### config.mk
export PLATFORM = sky130hd
export DESIGN_NAME = wb_port_arbiter_flat
export DESIGN_NICKNAME = d
export VERILOG_FILES = /design/src/rtl/wb_port_arbiter_if.sv /design/src/rtl/wb_port_arbiter.sv /design/src/flat_wrapper.sv
export SDC_FILE = /design/constraint.sdc
export NUM_CORES = 1
export LEC_CHECK = 0
export ABC_AREA = 1
export BUFFER_PORTS_ARGS = -buffer_cell sky130_fd_sc_hd__buf_4
export CAP_MARGIN = 0
export CORE_UTILIZATION = 40
export CTS_CLUSTER_DIAMETER = 30
export CTS_CLUSTER_SIZE = 30
export DETAILED_ROUTE_END_ITERATION = 16
export HOLD_SLACK_MARGIN = 0.12
export PLACE_DENSITY = 0.77
export SLEW_MARGIN = 20
export SYNTH_ARGS = -nofsm -noshare
export SYNTH_HDL_FRONTEND = slang
export SYNTH_SLANG_ARGS = --single-unit
### constraint.sdc
create_clock -name clk -period 1.45 [get_ports clk]
set_input_delay 0 -clock clk [delete_from_list [all_inputs] [get_ports clk]]
set_output_delay 0 -clock clk [all_outputs]
set_load 0.03 [all_outputs]
### src/rtl/wb_port_arbiter_if.sv
// Write-back request bundle between ALU/MEM/MDU sources and the register-file write stage.
// Latency: none (wiring only).
// Backpressure: each source holds valid/rd/data until its ready is seen high.
interface wb_port_arbiter_if #(
   parameter int DATA_W = 32,
   parameter int ADDR_W = 5
);
   logic              alu_valid;
   logic [ADDR_W-1:0] alu_rd;
   logic [DATA_W-1:0] alu_data;
   logic              alu_ready;

   logic              mem_valid;
   logic [ADDR_W-1:0] mem_rd;
   logic [DATA_W-1:0] mem_data;
   logic              mem_ready;

   logic              mdu_valid;
   logic [ADDR_W-1:0] mdu_rd;
   logic [DATA_W-1:0] mdu_data;
   logic              mdu_ready;

   logic              RegWrite;
   logic [ADDR_W-1:0] write_reg;
   logic [DATA_W-1:0] write_data;
   logic [1:0]        wb_src;

   // Requester side: drives the three request channels, observes readies and the write port.
   modport master (
      output alu_valid, alu_rd, alu_data,
      output mem_valid, mem_rd, mem_data,
      output mdu_valid, mdu_rd, mdu_data,
      input  alu_ready, mem_ready, mdu_ready,
      input  RegWrite, write_reg, write_data, wb_src
   );

   // Arbiter side: accepts requests and drives the registered register-file write port.
   modport slave (
      input  alu_valid, alu_rd, alu_data,
      input  mem_valid, mem_rd, mem_data,
      input  mdu_valid, mdu_rd, mdu_data,
      output alu_ready, mem_ready, mdu_ready,
      output RegWrite, write_reg, write_data, wb_src
   );
endinterface

### src/rtl/wb_port_arbiter.sv
// Arbitrates the register-file write port among ALU, MEM and MDU (MEM > MDU > ALU, starvation-promoted ALU/MDU).
// Latency: grant in cycle k appears on RegWrite/write_reg/write_data/wb_src after edge k.
// Backpressure: one combinational ready per cycle; ungranted sources wait, all readies low during reset.
module wb_port_arbiter #(
   parameter int DATA_W       = 32,
   parameter int ADDR_W       = 5,
   parameter int STARVE_LIMIT = 4
) (
   input  logic                clk,
   input  logic                reset,
   wb_port_arbiter_if.slave    bus
);

   localparam int CNT_W = $clog2(STARVE_LIMIT + 1);
   localparam logic [CNT_W-1:0] CNT_MAX = CNT_W'(STARVE_LIMIT);

   localparam logic [1:0] SRC_ALU = 2'b00;
   localparam logic [1:0] SRC_MEM = 2'b01;
   localparam logic [1:0] SRC_MDU = 2'b10;

   logic [CNT_W-1:0] alu_cnt;
   logic [CNT_W-1:0] mdu_cnt;
   logic             alu_starved;
   logic             mdu_starved;
   logic             gnt_alu;
   logic             gnt_mem;
   logic             gnt_mdu;

   assign alu_starved = (alu_cnt == CNT_MAX);
   assign mdu_starved = (mdu_cnt == CNT_MAX);

   // Grant selection: starved MDU, then starved ALU, then base order MEM > MDU > ALU; nothing during reset.
   always_comb begin
      gnt_alu = 1'b0;
      gnt_mem = 1'b0;
      gnt_mdu = 1'b0;
      if (!reset) begin
         if (bus.mdu_valid && mdu_starved) begin
            gnt_mdu = 1'b1;
         end else if (bus.alu_valid && alu_starved) begin
            gnt_alu = 1'b1;
         end else if (bus.mem_valid) begin
            gnt_mem = 1'b1;
         end else if (bus.mdu_valid) begin
            gnt_mdu = 1'b1;
         end else if (bus.alu_valid) begin
            gnt_alu = 1'b1;
         end
      end
   end

   assign bus.alu_ready = gnt_alu;
   assign bus.mem_ready = gnt_mem;
   assign bus.mdu_ready = gnt_mdu;

   // Starvation counters: count denied waiting cycles, saturate, clear on grant or when the request drops.
   always_ff @(posedge clk) begin
      if (reset) begin
         alu_cnt <= '0;
         mdu_cnt <= '0;
      end else begin
         if (!bus.alu_valid || gnt_alu)
            alu_cnt <= '0;
         else if (alu_cnt != CNT_MAX)
            alu_cnt <= alu_cnt + 1'b1;

         if (!bus.mdu_valid || gnt_mdu)
            mdu_cnt <= '0;
         else if (mdu_cnt != CNT_MAX)
            mdu_cnt <= mdu_cnt + 1'b1;
      end
   end

   // Registered write stage: capture the granted request; writes to r0 are consumed without asserting RegWrite.
   always_ff @(posedge clk) begin
      if (reset) begin
         bus.RegWrite   <= 1'b0;
         bus.write_reg  <= '0;
         bus.write_data <= '0;
         bus.wb_src     <= SRC_ALU;
      end else if (gnt_mem) begin
         bus.RegWrite   <= (bus.mem_rd != '0);
         bus.write_reg  <= bus.mem_rd;
         bus.write_data <= bus.mem_data;
         bus.wb_src     <= SRC_MEM;
      end else if (gnt_mdu) begin
         bus.RegWrite   <= (bus.mdu_rd != '0);
         bus.write_reg  <= bus.mdu_rd;
         bus.write_data <= bus.mdu_data;
         bus.wb_src     <= SRC_MDU;
      end else if (gnt_alu) begin
         bus.RegWrite   <= (bus.alu_rd != '0);
         bus.write_reg  <= bus.alu_rd;
         bus.write_data <= bus.alu_data;
         bus.wb_src     <= SRC_ALU;
      end else begin
         bus.RegWrite   <= 1'b0;
      end
   end

endmodule

### src/flat_wrapper.sv
// flat-port wrapper written by rule: the top's interface ports become plain ports
module wb_port_arbiter_flat 
#(
   parameter int DATA_W       = 32,
   parameter int ADDR_W       = 5,
   parameter int STARVE_LIMIT = 4
)
  (clk, reset, bus_alu_valid, bus_alu_rd, bus_alu_data, bus_mem_valid, bus_mem_rd, bus_mem_data, bus_mdu_valid, bus_mdu_rd, bus_mdu_data, bus_alu_ready, bus_mem_ready, bus_mdu_ready, bus_RegWrite, bus_write_reg, bus_write_data, bus_wb_src);
  wb_port_arbiter_if #(.DATA_W(DATA_W), .ADDR_W(ADDR_W)) bus_i ();
  input  logic clk;
  input  logic reset;
  input wire logic [$bits(bus_i.alu_valid)-1:0] bus_alu_valid;
  input wire logic [$bits(bus_i.alu_rd)-1:0] bus_alu_rd;
  input wire logic [$bits(bus_i.alu_data)-1:0] bus_alu_data;
  input wire logic [$bits(bus_i.mem_valid)-1:0] bus_mem_valid;
  input wire logic [$bits(bus_i.mem_rd)-1:0] bus_mem_rd;
  input wire logic [$bits(bus_i.mem_data)-1:0] bus_mem_data;
  input wire logic [$bits(bus_i.mdu_valid)-1:0] bus_mdu_valid;
  input wire logic [$bits(bus_i.mdu_rd)-1:0] bus_mdu_rd;
  input wire logic [$bits(bus_i.mdu_data)-1:0] bus_mdu_data;
  output wire logic [$bits(bus_i.alu_ready)-1:0] bus_alu_ready;
  output wire logic [$bits(bus_i.mem_ready)-1:0] bus_mem_ready;
  output wire logic [$bits(bus_i.mdu_ready)-1:0] bus_mdu_ready;
  output wire logic [$bits(bus_i.RegWrite)-1:0] bus_RegWrite;
  output wire logic [$bits(bus_i.write_reg)-1:0] bus_write_reg;
  output wire logic [$bits(bus_i.write_data)-1:0] bus_write_data;
  output wire logic [$bits(bus_i.wb_src)-1:0] bus_wb_src;
  assign bus_i.alu_valid = bus_alu_valid;
  assign bus_i.alu_rd = bus_alu_rd;
  assign bus_i.alu_data = bus_alu_data;
  assign bus_i.mem_valid = bus_mem_valid;
  assign bus_i.mem_rd = bus_mem_rd;
  assign bus_i.mem_data = bus_mem_data;
  assign bus_i.mdu_valid = bus_mdu_valid;
  assign bus_i.mdu_rd = bus_mdu_rd;
  assign bus_i.mdu_data = bus_mdu_data;
  assign bus_alu_ready = bus_i.alu_ready;
  assign bus_mem_ready = bus_i.mem_ready;
  assign bus_mdu_ready = bus_i.mdu_ready;
  assign bus_RegWrite = bus_i.RegWrite;
  assign bus_write_reg = bus_i.write_reg;
  assign bus_write_data = bus_i.write_data;
  assign bus_wb_src = bus_i.wb_src;
  wb_port_arbiter #(.DATA_W(DATA_W), .ADDR_W(ADDR_W), .STARVE_LIMIT(STARVE_LIMIT)) u_core (.clk(clk), .reset(reset), .bus(bus_i));
endmodule
==> run_results.csv, run 1 <==
group,metric,value,unit
status,status,"finished with violations",
status,violations,"negative setup slack",
critical_path,arrival,1.93,ns
timing,finalWorstSetupSlack,-0.272,ns
timing,max_slew_margin,73.0,%
synthesis,synth_warnings,0,
synthesis,synth.avg_cell_area,6.48,um2
placement,place.detailed.hpwl,6400,um
synthesis,synth_fa_ha_area_share,1.77,%
cells_and_area,n_fill_cell,373,
synthesis,synth-compound-area-share,23.0,%
min_path,min-delay-path-class,"in -> reg",
synthesis,synth_cells,436,
clock_tree,cts.sinks,46,
route,vias_per_cell,4.95,
clock_tree,clk_latency,0.30,ns
flow_run,drv_cap,0,
synthesis,yosysTopAreaCell,"dfxtp_1",
timing,rsz0062_at_grt,"yes",
synthesis,yosys.area_share.simple,24.1,%
synthesis,synth_xor_area_share,1.24,%
timing,period_share,119,%
critical_path,setup.worst_path.end_class,"flop",
critical_path,critPathLaunch,"u_core.alu_cnt[0]$_SDFFE_PP0P_",
clock_tree,cts_htree_levels,2,
critical_path,path_class,"reg -> reg",
placement,gp_routability_congestion,0.872,
die,die_height,86.0,um
critical_path,cp-start-kind,"flop",
grt,grt-ovfl-total,0,
critical_path,cp_max_fo,20,
synthesis,ys_ff_latch,46,
synthesis,ys_types,25,
clock_tree,tritoncts,"built",
timing,fin_hold_ws,0.141,ns
synthesis,syn_nets,556,
timing,clock_skew,0.0122,ns
cells_and_area,area.growth.synth_to_final,106,%
die,rows,30,
timing,clock.fmax,0.581,GHz
synthesis,ys_top_cells_by_area,"dfxtp_1, nand2_1, inv_1",
clock_tree,clk_pin_slew,0.10,ns
cells_and_area,antennaDiodeCount,0,
die,core_area,6790,um2
timing,hold_violations,0,
route,drt_first_pass_iters,5,
cells_and_area,drive_above_1_share,34.1,%
die,initial_core_util,41.6,%
grt,grt_pass1_vias,4120,
clock_tree,clockBufferDepth,2,
route,drtIter0Drc,163,
synthesis,syn-cell-area,2830,um2
synthesis,seq_area_frac_synth,32.6,%
cells_and_area,largest_reg_flops,32,
route,drc,0,
grt,antenna_found_initial,0,
synthesis,synth_top_family_by_area,"simple AND/OR/NAND/NOR gates",
cells_and_area,nets,843,
placement,io_buffers,158,
route,vias,4061,
route,drt-wirelength-per-cell,14.6,um
clock_tree,root_buffer,"clkbuf_8",
timing,period_minus_slack,1.72,ns
timing,worst_pin_slew,0.405,ns
grt,grt_max_degree,40,
grt,grtUsageTotal,31.6,%
power_and_ir_drop,p_per_area,699,nW/um2
critical_path,cp.required,1.66,ns
route,ant_nets,0,
route,wl,12000,um
timing,maxSlewViolCount,0,
grt,grt_pass1_wl,18500,um
die,io_pins,159,
clock_tree,cts_buffers,5,
timing,setup_violations,49,
die,dieArea,7400,um2
die,die_x,86.0,um
min_path,hold_path.startpoint,"bus_mdu_rd[2]",
synthesis,synth_top_cell_area_share,32.6,%
critical_path,reg2reg_from,"u_core.alu_cnt[0]$_SDFFE_PP0P_",
synthesis,synth.area.mux_share,0,%
power_and_ir_drop,vdd_drop_max,0.426,mV
power_and_ir_drop,p_leak,3.00,nW
placement,place_ws,-0.149,ns
logic make-up (layout without fill, tap and decap cells):
logic type | Yosys count | in the layout
and+or+nand+nor | 160 | 160
AOI/OAI and AO/OA | 112 | 112
buffers and inverters | 110 | 398
adders and majority gates | 4 | 4
DFF | 46 | 46
xor gates and xnor gates | 4 | 4
worst max-delay path, cell delays in order (launching register included):
cell	delay (ns)
dfxtp_2	0.36
inv_2	0.06
ha_4	0.16
nand3_4	0.10
nand2_4	0.07
nand2_4	0.11
nand2_8	0.08
buf_12	0.16
nand3_4	0.11
buf_12	0.17
o21ai_2	0.06
nor2_1	0.12
nor2_1	0.06
per-layer routing:
metal / share of wire [%] / wire length, um / track usage [%]
met5: 0 / 0 / 0
met4: 3.5 / 424 / 16.4
met3: 6.1 / 726 / 5.87
met2: 53 / 6390 / 60.8
met1: 37 / 4450 / 32.1
where the power goes:
| group | total (mW) | switching [mW] | leakage [nW] | internal (mW) |
|---|---|---|---|---|
| registers | 1.45 | 0.0712 | 0.382 | 1.38 |
| clock network | 0.983 | 0.468 | 0.0514 | 0.515 |
| logic | 1.63 | 0.797 | 2.57 | 0.828 |
| total | 4.06 | 1.34 | 3.00 | 2.72 |
placed cells by master, fill, tap and decap left out, drive strengths merged:
cell type	netlist	final
a21oi	38	38
buf	19	197
bufinv	0	1
clkbuf	8	7
clkinvlp	0	2
dfxtp	46	46
dlygate4sd3	0	109
ha	4	4
inv	83	82
nand2	123	123
nand3	15	15
nand3b	2	2
nand4	3	3
nor2	16	16
nor4	1	1
o211ai	34	34
o21ai	39	39
o41ai	1	1
xnor2	2	2
xor2	2	2
cell usage after synthesis:
library cell,n
nand4_1,2
nand2_1,120
nor2_1,16
ha_1,4
a21oi_1,38
buf_6,8
xnor2_1,2
xor2_1,2
dfxtp_1,46
o41ai_1,1
o211ai_1,34
nand3_1,12
nand2_2,3
o21ai_0,35
nand4_4,1
inv_2,1
nor4_1,1
inv_1,82
clkbuf_2,1
buf_2,11
nand3b_1,2
clkbuf_1,7
o21ai_1,4
nand3_4,1
nand3_2,2
repair_timing:
action | CTS | global route
hold buffers | 109 | 0
endpoints found under the hold margin | 45 | 0
resized for setup | 46 | 29
setup buffers | 7 | 5
gates cloned | 1 | 1
endpoints found under the setup margin | 46 | 48
pin swaps | 6 | 5
path summary, 6_finish.rpt:
path	to	slack, ns	cells past startpoint
worst min-delay path	u_core.bus.write_reg[2]$_SDFFE_PP0P_	0.14	4
worst min register to register	u_core.bus.write_data[23]$_SDFFE_PP0P_	0.52	2
worst max register to register	u_core.bus.write_reg[1]$_SDFFE_PP0P_	-0.27	12
worst max-delay path	u_core.bus.write_reg[1]$_SDFFE_PP0P_	-0.27	12
layout make-up:
cell class,count,area (um2),share of cell area [%]
sequential,46,925,15.9
clock inverter,2,37.5,0.646
multi-input combinational,280,1570,27.0
inverter,83,318,5.47
tap,96,120,2.07
timing repair buffer,307,2770,47.6
clock buffer,6,72.6,1.25
per-stage QoR:
step | power (mW) | instances | utilization, % | setup TNS (ns) | cell area (um2)
global route | 4.24 | 820 | 85.5 | -13.81 | 5810
detailed placement | 2.70 | 689 | 63.5 | -4.41 | 4310
CTS | 3.95 | 814 | 83.5 | -5.48 | 5670
global placement | 2.67 | 689 | 63.5 | -2.93 | 4310
finish | 4.06 | 820 | 85.5 | -9.95 | 5810
floorplan | 2.12 | 436 | - | -0.983 | 2900
Power figures use the tool's default switching activity.
==> run 2, diff against run 1 <==
==> constraint.sdc (replaced) <==
create_clock -name clk -period 1.55 [get_ports clk]
set_input_delay 0 -clock clk [delete_from_list [all_inputs] [get_ports clk]]
set_output_delay 0 -clock clk [all_outputs]
set_load 0.03 [all_outputs]
==> run 2 against run 1 <==
Against the previous run: the run still ends with negative setup slack left; combinational power fell by 7%; largest cell class unchanged; critical path type is now reg -> out; total power fell by 11%; flip-flop and latch count did not move.
==> run_results.csv, run 2 (synthesis gave the netlist of run 1 again) <==
group,metric,value,unit
timing,clock.fmax,0.601,GHz
route,drtIter0Drc,164,
die,rows,30,
cells_and_area,final_common_cell,"buf_4",
min_path,min-delay-path-class,"in -> reg",
placement,io_buffers,158,
timing,worst_pin_slew,0.437,ns
grt,grt-ovfl-total,0,
critical_path,path_class,"reg -> out",
route,ant_nets,0,
clock_tree,clockBufferDepth,2,
route,vias,4059,
cells_and_area,n_fill_cell,389,
clock_tree,root_buffer,"clkbuf_8",
placement,placedInstanceArea,4260,um2
status,violations,"negative setup slack",
cells_and_area,antennaDiodeCount,0,
timing,setup_violations,41,
die,die_x,86.0,um
cells_and_area,area.growth.synth_to_final,103,%
die,initial_core_util,41.6,%
route,wl,12000,um
critical_path,arrival,1.66,ns
die,die_height,86.0,um
cells_and_area,largest_reg_flops,32,
cells_and_area,final_util,84.3,%
route,drc,0,
timing,max_slew_margin,70.5,%
grt,grt_pass1_vias,4149,
critical_path,cp-start-kind,"flop",
clock_tree,cts.sinks,46,
cells_and_area,fin_cells,818,
clock_tree,cts_buffers,5,
cells_and_area,nets,841,
cells_and_area,drive_above_1_share,33.5,%
timing,rsz0062_at_grt,"yes",
clock_tree,clk_pin_slew,0.08,ns
cells_and_area,mostFrequentLayoutCells,"buf_4, dlygate4sd3_1, nand2_1, inv_1, dfxtp_1",
critical_path,path_delay_family,"buffers and inverters",
power_and_ir_drop,vdd_drop_max,0.329,mV
placement,place_inst,683,
route,drt_first_pass_iters,4,
critical_path,slowest_delay,0.33,ns
clock_tree,clk_latency,0.30,ns
placement,place.detailed.hpwl,6270,um
die,io_pins,159,
route,drt-wirelength-per-cell,14.6,um
power_and_ir_drop,p_per_area,632,nW/um2
route,vias_per_cell,4.96,
timing,period_minus_slack,1.66,ns
critical_path,slowest_stage,"dfxtp_2",
timing,clock_skew,0.00555,ns
timing,period_share,107,%
placement,gp_routability_congestion,0.831,
clock_tree,cts_htree_levels,2,
power_and_ir_drop,p_leak,2.95,nW
status,status,"finished with violations",
timing,tns,-1.87,ns
critical_path,setup.worst_path.end_class,"output port",
grt,antenna_found_initial,0,
grt,grtUsageTotal,31.6,%
flow_run,drv_cap,0,
critical_path,worstPathCellList,"inv_2 > ha_4 > nand3_4 > nand2_4 > nand2_4 > nand2_8 > buf_12 > clkinvlp_4 > buf_6 > buf_6",
die,core_area,6790,um2
cells_and_area,fin_area,5720,um2
critical_path,worst-path-buf-inv,5,
timing,maxSlewViolCount,0,
clock_tree,tritoncts,"built",
grt,grt_max_degree,46,
timing,hold_violations,0,
timing,finalWorstSetupSlack,-0.113,ns
grt,grt_pass1_wl,18400,um
die,dieArea,7400,um2
critical_path,cp_max_fo,4,
critical_path,cp.required,1.55,ns
[run 2: cell types whose count changed in the layout (fill, tap and decap cells not counted), sizes merged]
cell and change:
bufinv -1, inv -1, clkinvlp -1, buf -6
dlygate4sd3 +5, clkinv +2
[run 2: final cells by class]
type	instances	area (um2)	area share, %
clock buffers	7	86.3	1.51
repair buffers	305	2720	47.5
clock inverters	1	5.00	0.0874
inverters	83	320	5.60
flip-flops and latches	46	925	16.2
multi-input cells	280	1550	27.1
well taps	96	120	2.10
[run 2: metrics by stage]
stage	total power, mW	worst slack, ns	hold WS (ns)
after floorplan	1.98	-0.0235	0.147
after global placement	2.48	0.00243	0.274
after global routing	3.80	-0.194	0.255
after CTS	3.54	-0.0462	0.165
final	3.62	-0.113	0.199
after detailed placement	2.51	-0.0767	0.277
[run 2: worst paths after layout]
kind                                          start                                     end  slack (ns)  cells past startpoint
setup / recovery     u_core.alu_cnt[0]$_SDFFE_PP0P_                           bus_mdu_ready       -0.11                     10
hold reg to reg   u_core.bus.wb_src[0]$_SDFFE_PP0P_       u_core.bus.wb_src[0]$_SDFFE_PP0P_        0.49                      2
hold / removal                        bus_mdu_rd[4]    u_core.bus.write_reg[4]$_SDFFE_PP0P_        0.20                      7
setup reg to reg     u_core.mdu_cnt[0]$_SDFFE_PP0P_  u_core.bus.write_data[11]$_SDFFE_PP0P_       -0.07                      9
[run 2: power breakdown]
part / switching [mW] / leakage, nW / internal (mW)
clock network: 0.398 / 0.0482 / 0.360
registers: 0.0609 / 0.382 / 1.29
logic: 0.747 / 2.52 / 0.761
total: 1.21 / 2.95 / 2.41
[run 2: worst reg2reg max path, stage by stage, from the launching register on]
cell	delay, ns
dfxtp_2	0.33
inv_2	0.08
ha_4	0.16
nand3_4	0.11
nand2_4	0.13
nand2_8	0.07
buf_4	0.17
buf_12	0.15
o211ai_1	0.21
a21oi_1	0.10
[run 2: timing repair]
item                                   CTS  global route
buffers inserted                        11             4
hold buffers                           114             0
endpoints found under the hold margin   44             0
pin swaps                               10             2
setup endpoints to repair               39            47
cloned                                   1             0
gates resized for setup                 39            36
[run 2: layer usage]
metal | vias up | track usage (%) | part of all wire (%)
li1 | 1958 | - | -
met1 | 1855 | 31.6 | 37
met2 | 187 | 58.7 | 53
met3 | 59 | 7.31 | 5.8
met4 | 0 | 19.4 | 4.8
met5 | - | 0 | 0
